`config.mk`:
```
export PLATFORM = sky130hd
export DESIGN_NAME = mmio_hub
export DESIGN_NICKNAME = d
export VERILOG_FILES = /design/src/rtl/mmio_hub.sv
export SDC_FILE = /design/constraint.sdc
export NUM_CORES = 1
export LEC_CHECK = 0
export BUFFER_PORTS_ARGS = -buffer_cell sky130_fd_sc_hd__buf_2
export CORE_ASPECT_RATIO = 0.7
export CORE_MARGIN = 2
export CORE_UTILIZATION = 60
export CTS_CLUSTER_DIAMETER = 80
export CTS_CLUSTER_SIZE = 10
export DETAILED_ROUTE_END_ITERATION = 8
export HOLD_SLACK_MARGIN = 0.06
export PLACE_DENSITY_LB_ADDON = 0.12
export SLEW_MARGIN = 30
export SYNTH_ARGS = -nofsm -noshare
export SYNTH_HDL_FRONTEND = slang
export SYNTH_SLANG_ARGS = --single-unit
```
`constraint.sdc`:
```
create_clock -name clock -period 11.45 [get_ports clock]
set_input_delay 1.145 -clock clock [delete_from_list [all_inputs] [get_ports clock]]
set_output_delay 1.145 -clock clock [all_outputs]
set_load 0.02 [all_outputs]
```
`src/rtl/mmio_hub.sv`:
```
// Memory-mapped peripheral hub: LED/hex registers, switch input, keyboard FIFO,
// cascaded free-running timers and a sticky first-error capture register.
module mmio_hub #(
    parameter int US_DIV     = 50,
    parameter int NUM_TIMERS = 3,
    parameter int KBD_DEPTH  = 8,
    parameter int LED_W      = 16,
    parameter int SW_W       = 16
) (
    input  logic             clock,
    input  logic             reset,
    input  logic [31:0]      addr,
    input  logic [31:0]      wdata,
    input  logic             we,
    input  logic             re,
    output logic [31:0]      rdata,
    output logic             rvalid,
    input  logic [SW_W-1:0]  sw,
    input  logic [7:0]       kbd_code,
    input  logic             kbd_valid,
    output logic [LED_W-1:0] led,
    output logic [31:0]      hex,
    output logic             err
);
    function automatic logic [63:0] tmr_period(input int k);
        logic [63:0] p;
        p = 64'(US_DIV);
        for (int i = 0; i < k; i++) p = p * 64'd1000;
        return p;
    endfunction

    localparam logic [63:0] MAX_PERIOD = tmr_period(NUM_TIMERS - 1);
    localparam int PW = $clog2(MAX_PERIOD + 64'd1);
    localparam int AW = $clog2(KBD_DEPTH);
    localparam logic [1:0] E_RD = 2'd1, E_WR = 2'd2, E_BOTH = 2'd3;

    // Bus protocol: re/we are one-cycle strobes with no backpressure; every
    // read accepted alone (re without we) yields exactly one rvalid pulse,
    // with rdata, in the following cycle.
    logic [11:0] region;
    logic [1:0]  off;
    logic        rd_en, is_led, is_hex, is_sw, is_kdat, is_kstat, is_tmr, is_err;
    logic        tmr_off_ok, rd_mapped, wr_mapped, wr_ok;
    logic        unused_addr;

    assign region      = addr[31:20];
    assign off         = addr[3:2];
    assign unused_addr = ^{addr[19:4], addr[1:0]};
    assign rd_en       = re & ~we;
    assign is_led      = (region == 12'h001);
    assign is_hex      = (region == 12'h002);
    assign is_sw       = (region == 12'h003);
    assign is_kdat     = (region == 12'h004);
    assign is_kstat    = (region == 12'h005);
    assign is_tmr      = (region == 12'h006);
    assign is_err      = (region == 12'h007);
    assign tmr_off_ok  = (32'(off) < 32'(NUM_TIMERS));
    assign rd_mapped   = is_led | is_hex | is_sw | is_kdat | is_kstat |
                         (is_tmr & tmr_off_ok) | (is_err & ~off[1]);
    assign wr_mapped   = is_led | is_hex | (is_tmr & tmr_off_ok) | (is_err & ~off[1]);
    assign wr_ok       = we & wr_mapped;

    // Timer k prescales by US_DIV*1000^k; a bus write reloads value and phase.
    logic [31:0] tmr_val [4];
    for (genvar g = 0; g < 4; g++) begin : g_tmr
        if (g < NUM_TIMERS) begin : g_on
            localparam logic [PW-1:0] LAST = PW'(tmr_period(g) - 64'd1);
            logic [31:0]   tmr_q, tmr_d;
            logic [PW-1:0] pre_q, pre_d;
            logic          load;
            always_comb begin
                load  = wr_ok & is_tmr & (off == 2'(g));
                tmr_d = tmr_q;
                pre_d = pre_q + PW'(1);
                if (pre_q == LAST) begin
                    pre_d = '0;
                    tmr_d = tmr_q + 32'd1;
                end
                if (load) begin
                    tmr_d = wdata;
                    pre_d = '0;
                end
            end
            always_ff @(posedge clock or posedge reset) begin
                if (reset) begin
                    tmr_q <= '0;
                    pre_q <= '0;
                end else begin
                    tmr_q <= tmr_d;
                    pre_q <= pre_d;
                end
            end
            assign tmr_val[g] = tmr_q;
        end else begin : g_off
            assign tmr_val[g] = '0;
        end
    end

    logic [7:0]  mem_q [KBD_DEPTH];
    logic [AW-1:0] wr_ptr_q, wr_ptr_d, rd_ptr_q, rd_ptr_d;
    logic [AW:0]   cnt_q, cnt_d;
    logic          ovf_q, ovf_d, full, nonempty, push, pop, stat_rd;

    assign nonempty = (cnt_q != '0);
    assign full     = (cnt_q == (AW + 1)'(KBD_DEPTH));
    assign pop      = rd_en & is_kdat & nonempty;
    assign push     = kbd_valid & (~full | pop);
    assign stat_rd  = rd_en & is_kstat;

    always_comb begin
        wr_ptr_d = push ? wr_ptr_q + AW'(1) : wr_ptr_q;
        rd_ptr_d = pop  ? rd_ptr_q + AW'(1) : rd_ptr_q;
        cnt_d    = cnt_q;
        if (push && !pop)      cnt_d = cnt_q + (AW + 1)'(1);
        else if (pop && !push) cnt_d = cnt_q - (AW + 1)'(1);
        // A drop in the same cycle as a status read must survive the clear.
        ovf_d = (kbd_valid & full & ~pop) | (ovf_q & ~stat_rd);
    end

    always_ff @(posedge clock) begin
        if (push) mem_q[wr_ptr_q] <= kbd_code;
    end

    logic [LED_W-1:0] led_q, led_d;
    logic [31:0]      hex_q, hex_d, rdata_q, rdata_d, err_addr_q, err_addr_d, rd_mux;
    logic             rvalid_q, rvalid_d;
    logic [1:0]       err_code_q, err_code_d, new_code;

    always_comb begin
        led_d = led_q;
        hex_d = hex_q;
        if (wr_ok && is_led) led_d = wdata[LED_W-1:0];
        if (wr_ok && is_hex) hex_d = wdata;

        rd_mux = '0;
        case (region)
            12'h001: rd_mux = 32'(led_q);
            12'h002: rd_mux = hex_q;
            12'h003: rd_mux = 32'(sw);
            12'h004: rd_mux = nonempty ? {24'b0, mem_q[rd_ptr_q]} : 32'd0;
            12'h005: rd_mux = {16'b0, 8'(cnt_q), 6'b0, ovf_q, nonempty};
            12'h006: rd_mux = tmr_val[off];
            12'h007: rd_mux = off[0] ? err_addr_q : 32'(err_code_q);
            default: rd_mux = '0;
        endcase
        rvalid_d = rd_en;
        rdata_d  = (rd_en && rd_mapped) ? rd_mux : 32'd0;

        new_code = 2'd0;
        if (re && we)              new_code = E_BOTH;
        else if (re && !rd_mapped) new_code = E_RD;
        else if (we && !wr_mapped) new_code = E_WR;

        err_code_d = err_code_q;
        err_addr_d = err_addr_q;
        if (wr_ok && is_err) begin
            err_code_d = '0;
            err_addr_d = '0;
        end
        if (new_code != 2'd0 && (err_code_q == 2'd0 || (wr_ok && is_err))) begin
            err_code_d = new_code;
            err_addr_d = addr;
        end
    end

    always_ff @(posedge clock or posedge reset) begin
        if (reset) begin
            led_q      <= '0;
            hex_q      <= '0;
            rdata_q    <= '0;
            rvalid_q   <= 1'b0;
            err_code_q <= '0;
            err_addr_q <= '0;
            wr_ptr_q   <= '0;
            rd_ptr_q   <= '0;
            cnt_q      <= '0;
            ovf_q      <= 1'b0;
        end else begin
            led_q      <= led_d;
            hex_q      <= hex_d;
            rdata_q    <= rdata_d;
            rvalid_q   <= rvalid_d;
            err_code_q <= err_code_d;
            err_addr_q <= err_addr_d;
            wr_ptr_q   <= wr_ptr_d;
            rd_ptr_q   <= rd_ptr_d;
            cnt_q      <= cnt_d;
            ovf_q      <= ovf_d;
        end
    end

    assign led    = led_q;
    assign hex    = hex_q;
    assign rdata  = rdata_q;
    assign rvalid = rvalid_q;
    assign err    = (err_code_q != 2'd0);
endmodule

```
==> key figures <==
Outcome
  – Outcome: finished, final reports clean

Job
  – Maxcap violations: 0

Floorplanning
  – Rows: 52
  – Placeable core region: 29,100 sq um
  – Die area: 31,300 sq um
  – Starting Density: 0.616
  – Horiz. Die Dim: 211 um
  – Io pins: 175
  – Die height: 149 um

Routing
  – Drt drc: 0
  – Post-Route WL: 49,400 um
  – Final antenna-violating net count: 0
  – DR vias: 14.0k
  – DRT Pass-1 Iters: 7
  – Vias per inst: 6.21
  – Initial DRC count: 1,636
  – WL/cell: 21.8 um

Synth
  – Post-synth EDFFs: 64
  – Post-synth top cells: dfrtp_1, nor2_1, nand2_1
  – Ranking of synthesized cells by area: dfrtp_1, edfxtp_1, mux2_2
  – Seq/Total Area, Yosys: 0.525
  – Synth top area share: 0.418
  – Synth Register Bits: 364
  – Post-Synthesis Cells: 1,715
  – Syn nets: 1,821
  – YS warnings: 0
  – Ys async rst share: 0.824
  – Ys flop type: dfrtp_1
  – Area leader, netlist: dfrtp_1
  – Count leader, synth: dfrtp_1
  – Mapped cell area: 18,000 sq um
  – Cell variety after synth: 57
  – Syn avg cell area: 10.5 sq um

Clocking
  – Clk slew on worst S/H paths: 60 ps
  – TritonCTS buffer count: 42
  – # clock sinks: 364
  – TritonCTS clock tree: done
  – Worst-skew pair later-pin latency: 560 ps
  – Hold-fix buffers at CTS: 0
  – Setup Buffers After CTS: 0
  – Root Buffer: clkbuf_16
  – Post-cts sizing count: 0
  – H-tree levels: 2
  – Bufs on Longest Clock Path: 3

Worst setup path
  – Worst Path Required: 11,890 ps
  – Slowest CP cell: nor4b_1
  – Critical Path Max Stage Delay: 630 ps
  – CP Launch Type: input pin
  – Arr. time, crit path: 4690 ps
  – Sequence of cells on the critical path: buf_2 > nor4b_1 > nand3_1 > nor4_2 > buf_4 > a31oi_1 > inv_1 > ha_1 > inv_1 > ha_1 > a21o_1 > a21oi_1 > xnor2_1 > nor2_1 > xor2_1
  – Crit path max fanout: 20
  – Critical path class: input pin to flop
  – Cell family with most CP delay: simple AND/OR/NAND/NOR gates
  – Worst path bufs/invs: 4
  – CP Capture Type: flop

STA
  – Sum of negative setup slack: 0 ps
  – Fin crit share: 0.371
  – Max Freq: 0.236 GHz
  – RSZ-0062 raised after global routing: no
  – Pins over their slew limit: 0
  – Fin crit period: 4240 ps
  – Worst-Margin Slew: 1040 ps
  – Final Hold Fails: 0
  – Final setup viols: 0
  – Worst setup margin: 7210 ps
  – Worst Skew: 17.5 ps
  – Relative slew slack: 0.303

Layout
  – FF/Latch Area: 9430 sq um
  – Final Non-Filler Cells: 2,262
  – Final #Nets: 1,978
  – N_diodes: 0
  – Multi-input gate area: 8070 sq um
  – Core Util, Final: 0.699
  – Fill cell count: 2,141
  – P&R area growth vs syn: 13.5%
  – Share of cells above drive strength 1: 0.192

Global route
  – GRT Util Overall: 0.319
  – First-pass GRT wire length: 77,000 um
  – Antenna violations before repair: 1
  – Vias in the first global route: 13.7k
  – Largest net degree at the start of global routing: 185
  – GRT overflow: 0

Power and ir drop
  – Total power: 3.29 mW
  – Pwr Density: 162 nW/um^2
  – Pleak: 8.77 nW
  – VDD IR max: 0.111 mV

Placed design
  – Dpl cells: 2,205
  – DP Worst Slack: 6810 ps
  – DP Wirelength: 33,700 um
  – GP Congestion: 0.928
  – Port Buffers: 174

Hold path
  – Worst hold path type: flop to flop
layout by cell type (no fill, tap or decap), drive strengths merged, types with 45 or more instances in the layout:
cell type / netlist / final
mux2i: 64 / 64
buf: 20 / 194
xor2: 82 / 82
inv: 49 / 51
xnor2: 86 / 86
mux2: 75 / 75
nand3: 72 / 72
nand2: 190 / 190
a21oi: 93 / 93
edfxtp: 64 / 64
clkbuf: 61 / 52
dfrtp: 300 / 300
o21ai: 68 / 68
nor2: 194 / 194
nor3: 45 / 45
registers in the layout (all words and copies together), names as in the netlist:
signal and flops:
led 16, rdata 32, hex 32, ovf_q 1, err_addr_q 32, wr_ptr_q 3
g_tmr.g_on.tmr_q 96, cnt_q 4, rvalid 1, g_tmr.g_on.pre_q 78, err_code_q 2, mem_q 64
rd_ptr_q 3
final cells by class:
type                            instances  share of cell area
Inverter                               51             0.00976
Clock inverter                          4             0.00319
Tap cell                              378              0.0232
Sequential cell                       364               0.463
Clock buffer                           52              0.0534
Timing Repair Buffer                  194              0.0517
Multi-Input combinational cell       1219               0.396
path summary, 6_finish.rpt:
| check | start | endpoint | slack [ps] | cells after the start |
|---|---|---|---|---|
| worst max-delay path | addr[22] | cnt_q[3] | 7210 | 15 |
| worst min-delay path | g_tmr[2].g_on.pre_q[0] | g_tmr[2].g_on.pre_q[0] | 470 | 1 |
| worst max register to register | g_tmr[2].g_on.pre_q[16] | g_tmr[2].g_on.pre_q[7] | 7950 | 5 |
| worst min register to register | g_tmr[2].g_on.pre_q[0] | g_tmr[2].g_on.pre_q[0] | 470 | 1 |
| max in group asynchronous | reset | err_addr_q[13] | 9290 | 4 |
| min in group asynchronous | reset | g_tmr[2].g_on.pre_q[15] | 710 | 2 |
stage by stage:
stage / area [sq um] / hold slack (ps)
floorplan: 18000 / 433
global placement: 19200 / 448
detailed placement: 19200 / 467
CTS: 20300 / 474
global route: 20400 / 475
finish: 20400 / 468
report_power, final:
group	internal, mW	total (mW)	leakage (nW)	switching [mW]
logic	0.185	0.471	4.04	0.286
registers	1.47	1.63	4.17	0.151
clock network	0.668	1.19	0.560	0.527
kinds of logic (layout without fill, tap and decap cells):
family                     after synthesis  after routing  share of synthesized area
buffers and inverters                  132            301                     0.0290
AOI/OAI and AO/OA                      232            232                     0.0779
and+or+nand+nor                        651            651                      0.174
muxes                                  155            155                      0.103
adders and majority gates               13             13                    0.00948
xor gates and xnor gates               168            168                     0.0820
DFF                                    364            364                      0.525
worst reg2reg max path, stage by stage, from the launching register on:
cell	delay, ps
dfrtp_1	410
or4b_2	720
nor4_4	610
nand2_1	690
nand2_1	800
nor2_1	140
routing by layer:
layer  global-route usage  wire (um)  up-vias  share of wire
li1                     -          -     6362              -
met1                0.483      21800     6860           0.44
met2                0.466      21300      743           0.43
met3               0.0792       5410       82           0.11
met4               0.0746        925        0          0.019
met5                    0          0        -              0
Note: power is estimated with default switching activity, not from simulation.
